**config.mk**
```make
export PLATFORM = sky130hd
export DESIGN_NAME = traffic_light_monitor
export DESIGN_NICKNAME = d
export VERILOG_FILES = /design/src/rtl/traffic_light_monitor.sv
export SDC_FILE = /design/constraint.sdc
export NUM_CORES = 1
export LEC_CHECK = 0
export CORE_ASPECT_RATIO = 1.5
export CORE_UTILIZATION = 40
export DETAILED_ROUTE_END_ITERATION = 7
export PLACE_DENSITY = 0.64
export SLEW_MARGIN = 30
export SYNTH_ARGS = -nofsm -noshare
export SYNTH_HDL_FRONTEND = slang
export SYNTH_SLANG_ARGS = --single-unit
```
**constraint.sdc**
```tcl
create_clock -name clk -period 9.6 [get_ports clk]
set_clock_uncertainty 0.15 [all_clocks]
set_input_delay 1.44 -clock clk [delete_from_list [all_inputs] [get_ports clk]]
set_output_delay 1.44 -clock clk [all_outputs]
set_load 0.005 [all_outputs]
```
**src/rtl/traffic_light_monitor.sv**
```systemverilog
// Monitor and lamp driver for the traffic_light controller state/count outputs.
// Checks sequence and dwell lengths, latches faults, counts completed cycles.
module traffic_light_monitor #(
    parameter int GREEN_T  = 10,
    parameter int YELLOW_T = 3,
    parameter int RED_T    = 2
) (
    input  logic       clk,
    input  logic       rst,
    input  logic [2:0] state_in,
    input  logic [3:0] count_in,
    input  logic       clr,
    output logic [2:0] ns_lamp,
    output logic [2:0] ew_lamp,
    output logic       synced,
    output logic       fault,
    output logic [2:0] err_code,
    output logic       viol,
    output logic [7:0] cycles
);

    typedef enum logic [1:0] {
        SYNC  = 2'd0,
        TRACK = 2'd1,
        FLT   = 2'd2
    } mst_t;

    localparam logic [3:0] GM1 = 4'(GREEN_T - 1);
    localparam logic [3:0] YM1 = 4'(YELLOW_T - 1);
    localparam logic [3:0] RM1 = 4'(RED_T - 1);

    localparam logic [2:0] LRED = 3'b100;
    localparam logic [2:0] LYEL = 3'b010;
    localparam logic [2:0] LGRN = 3'b001;

    localparam logic [2:0] E_NONE  = 3'd0;
    localparam logic [2:0] E_ILL   = 3'd1;
    localparam logic [2:0] E_TRANS = 3'd2;
    localparam logic [2:0] E_EARLY = 3'd3;
    localparam logic [2:0] E_OVER  = 3'd4;
    localparam logic [2:0] E_CNT   = 3'd5;

    mst_t       mst;
    logic [2:0] ps;
    logic [3:0] pc;

    logic [3:0] tm1;
    logic [2:0] nxt;
    logic       chg;
    logic       adv;
    logic       err;
    logic [2:0] code;
    logic [2:0] dns;
    logic [2:0] dew;
    logic       start;
    logic       wrap;

    always_comb begin
        unique case (ps)
            3'd0, 3'd3: tm1 = GM1;
            3'd1, 3'd4: tm1 = YM1;
            default:    tm1 = RM1;
        endcase
    end

    // Successor is (ps+1) mod 6, including for illegal previous codes.
    always_comb begin
        unique case (ps)
            3'd5:    nxt = 3'd0;
            3'd6:    nxt = 3'd1;
            3'd7:    nxt = 3'd2;
            default: nxt = ps + 3'd1;
        endcase
    end

    assign chg = (state_in != ps);
    assign adv = chg && (state_in == nxt);

    always_comb begin
        code = E_NONE;
        if (state_in > 3'd5)
            code = E_ILL;
        else if (chg && !adv)
            code = E_TRANS;
        else if (adv && (pc != tm1))
            code = E_EARLY;
        else if (!chg && (count_in > tm1))
            code = E_OVER;
        else if ((!chg && ({1'b0, count_in} != {1'b0, pc} + 5'd1)) ||
                 (chg && (count_in != 4'd0)))
            code = E_CNT;
    end

    assign err   = (code != E_NONE);
    assign start = (state_in == 3'd0) && (count_in == 4'd0);
    assign wrap  = (ps == 3'd5) && (state_in == 3'd0);

    always_comb begin
        dns = LRED;
        dew = LRED;
        unique case (state_in)
            3'd0:    dns = LGRN;
            3'd1:    dns = LYEL;
            3'd3:    dew = LGRN;
            3'd4:    dew = LYEL;
            default: ;
        endcase
    end

    always_ff @(posedge clk or posedge rst) begin
        if (rst) begin
            mst      <= SYNC;
            ps       <= 3'd0;
            pc       <= 4'd0;
            ns_lamp  <= LRED;
            ew_lamp  <= LRED;
            synced   <= 1'b0;
            fault    <= 1'b0;
            err_code <= E_NONE;
            viol     <= 1'b0;
            cycles   <= 8'd0;
        end else if (clr) begin
            mst      <= SYNC;
            ps       <= 3'd0;
            pc       <= 4'd0;
            ns_lamp  <= LRED;
            ew_lamp  <= LRED;
            synced   <= 1'b0;
            fault    <= 1'b0;
            err_code <= E_NONE;
            viol     <= 1'b0;
        end else begin
            unique case (mst)
                SYNC: begin
                    viol <= 1'b0;
                    if (start) begin
                        mst     <= TRACK;
                        ps      <= 3'd0;
                        pc      <= 4'd0;
                        synced  <= 1'b1;
                        ns_lamp <= LGRN;
                        ew_lamp <= LRED;
                    end
                end
                TRACK: begin
                    ps   <= state_in;
                    pc   <= count_in;
                    viol <= err;
                    if (err) begin
                        mst      <= FLT;
                        synced   <= 1'b0;
                        fault    <= 1'b1;
                        err_code <= code;
                        ns_lamp  <= LRED;
                        ew_lamp  <= LRED;
                    end else begin
                        ns_lamp <= dns;
                        ew_lamp <= dew;
                        if (wrap && (cycles != 8'hff))
                            cycles <= cycles + 8'd1;
                    end
                end
                default: begin
                    ps      <= state_in;
                    pc      <= count_in;
                    viol    <= err;
                    ns_lamp <= LRED;
                    ew_lamp <= LRED;
                end
            endcase
        end
    end

endmodule
```
==> impl_results.md <==
- Status: finished, violations left
- Failing checks: DRC
- Die X: 57.2 um
- Synth Net Count: 200
- Worst hold slack: ~0.36 ns
- Area leader, netlist: dfrtp_1
- Synth warn: 0
- FFs w/ async S/R, synth: 1.00
- Routed len/inst: 16.5 um
- Initial antenna violation count: 0
- Achievable clock frequency: approximately 230 MHz
- Gr ovfl total: 0
- Post-DP Area: approximately 2100 sq um
- Net count, final: 228
- Post-CTS Resized: 0
- Max FO, Critical Path: 12
- Critical Path RT: slightly below 10 ns
- H-Tree Depth: 1
- Avg Inst Size Synth: just over 10 sq um
- Min Tclk post-route: about 4.4 ns
- Crit path DAT: approximately 4.4 ns
- Final Util: 0.514
- Clk Latency, worst-skew pair: 0.28 ns
- Port bufs: 29
- Sequential area share after synthesis: 0.385
- Die area: 4840 sq um
- Most common cell in the netlist: dfrtp_1
- Slew Limit Headroom: 0.482
- Setup tns final: 0 ns
- Drt via density: ~5.9
- Post-synthesis register bit count: 28
- CTS Hold Bufs: 0
- Initial DRT Pass Iterations: 6
- Fin. max-slew vios: 0
- Routed via count: 1476
- Final Wtd Congestion: just under 0.8
- Max Cap Viol: 0
- Layout cells sized above 1: 0.0922
- First-pass GRT wire length: about 7.0 mm
- Layout area overhead: 21.6%
- Fin. Hold Viols: 0
- CP Capture Type: register
- Mapped Cells: 179
- Clock transition at the registers of the reported paths: about 0.10 ns
- I/O Pins: 30
- Routed Antenna Nets: 0
- RSZ-0062 raised after global routing: false
- Pwr per Cell Area: about 110 nW/um^2
- Slew @ Worst Pin: approximately 0.77 ns
- Vias in the first global route: roughly 1500
- Clock Root Buffer: clkbuf_8
- Drt total wl: about 4.1 mm
- Post-CTS Setup Bufs: 0
- Synth top cells by count: 26 x dfrtp_1, 14 x xnor2_1, 12 x nand2_1
- Crit Path Category: input port to register
- Initial DRC count: 47
- Ant diodes: 0
- Setup Viol. Count Final: 0
- CTS Buf Count: 3
- Finished Cell Area: ~2200 sq um
- Worst Slack Setup Final: 5.24 ns
- Starting Density: 0.423
- Peak supply drop: approximately 80 uV
- Pin count of the biggest net entering global routing: 29
- Startpoint types: input port
- Die H: between 80 and 90 um
- # rows: 29
- Worst min path class: register to register
- Synth Flop Type: dfrtp_1
- CTS tree: built
- Core area: roughly 4300 sq um
- Synth Cell Area: 1830 sq um
- Final period utilization: 0.454
- Number of enable flip-flop cells after synthesis: 0
- CTS Buffer Depth: 2
- Synth area leaders: dfrtp_1 36%, ha_1 7.5%, xnor2_1 6.7%, a221oi_4 2.9%, dfstp_2 2.9%
- Placement Setup Slack: about 5 ns
- Post-synth top area share: 0.356
- DR DRC count: 5
- P_leak: roughly 0.96 nW
- GRT Util Overall: 0.185
- Synth cell types: 51
- Detailed Place HPWL: between 3 and 4 mm
- CTS Sinks: 28
## metrics by stage
| stage | power [mW] | std cells |
|---|---|---|
| final | 0.236 | 252 |
| after floorplan | 0.135 | 179 |
| after global routing | 0.243 | 252 |
| after CTS | 0.238 | 252 |
| after detailed placement | 0.143 | 248 |
| after global placement | 0.143 | 248 |
## cell type report
type	instances	area, sq um
fillers	387	2100
multi-input cells	137	1070
flip-flops and latches	28	703
repair buffers	29	290
well taps	46	57.6
clock buffers	3	41.3
clock inverters	1	30.0
inverters	8	30.0
## path summary, 6_finish.rpt
path	start	end	slack (ns)	cells past startpoint
max in group asynchronous	rst	ps[1]	7.54	2
min in group asynchronous	rst	mst[1]	1.37	2
worst max register to register	ps[1]	cycles[1]	5.95	12
worst max-delay path	state_in[2]	cycles[1]	5.24	7
worst min-delay path	fault	fault	0.36	1
worst min register to register	fault	fault	0.36	1
## metal layers
layer	GRT usage	part of all wire	wire [um]	up-vias
met5	0	0	0	-
met4	0.0665	0.012	48	0
met3	0.0293	0.036	151	5
met2	0.337	0.53	2210	28
met1	0.214	0.42	1740	733
li1	-	-	-	710
## flip-flops by register name, summed over array words and instances, names as in the netlist
signal / count
ps: 3
ew_lamp: 3
fault: 1
ns_lamp: 3
err_code: 3
mst: 2
viol: 1
cycles: 8
pc: 4
## layout by cell type (no fill, tap or decap), types with 4 or more instances in the layout
cell type	count
nand2_1	12
inv_1	7
nor4_1	4
o21ai_0	7
dfrtp_1	26
nand2b_1	4
xor2_1	4
nor2_1	11
nand3_1	6
a22o_1	6
nand4_1	6
clkdlybuf4s50_1	29
ha_1	11
xnor2_1	14
a21oi_1	5
## logic make-up after synthesis
logic type,after synthesis,share of synthesized area
adders and majority gates,11,0.0754
buffers and inverters,14,0.0302
and+or+nand+nor,65,0.217
DFF,28,0.385
AOI/OAI and AO/OA,41,0.191
muxes,2,0.0144
xor gates and xnor gates,18,0.0864
## where the power goes
group | switching (mW) | internal [mW] | total (mW)
clock | 0.0390 | 0.0559 | 0.0949
sequential | 0.000440 | 0.118 | 0.119
combinational | 0.0136 | 0.00877 | 0.0224
total | 0.0530 | 0.183 | 0.236
## critical path: stages
cell,delay [ns]
clkdlybuf4s50_1,0.78
xnor2_1,0.17
nand3_1,0.33
nor4_1,0.57
a22oi_1,0.27
a211oi_4,0.45
mux2_1,0.36
Power figures use the tool's default switching activity.
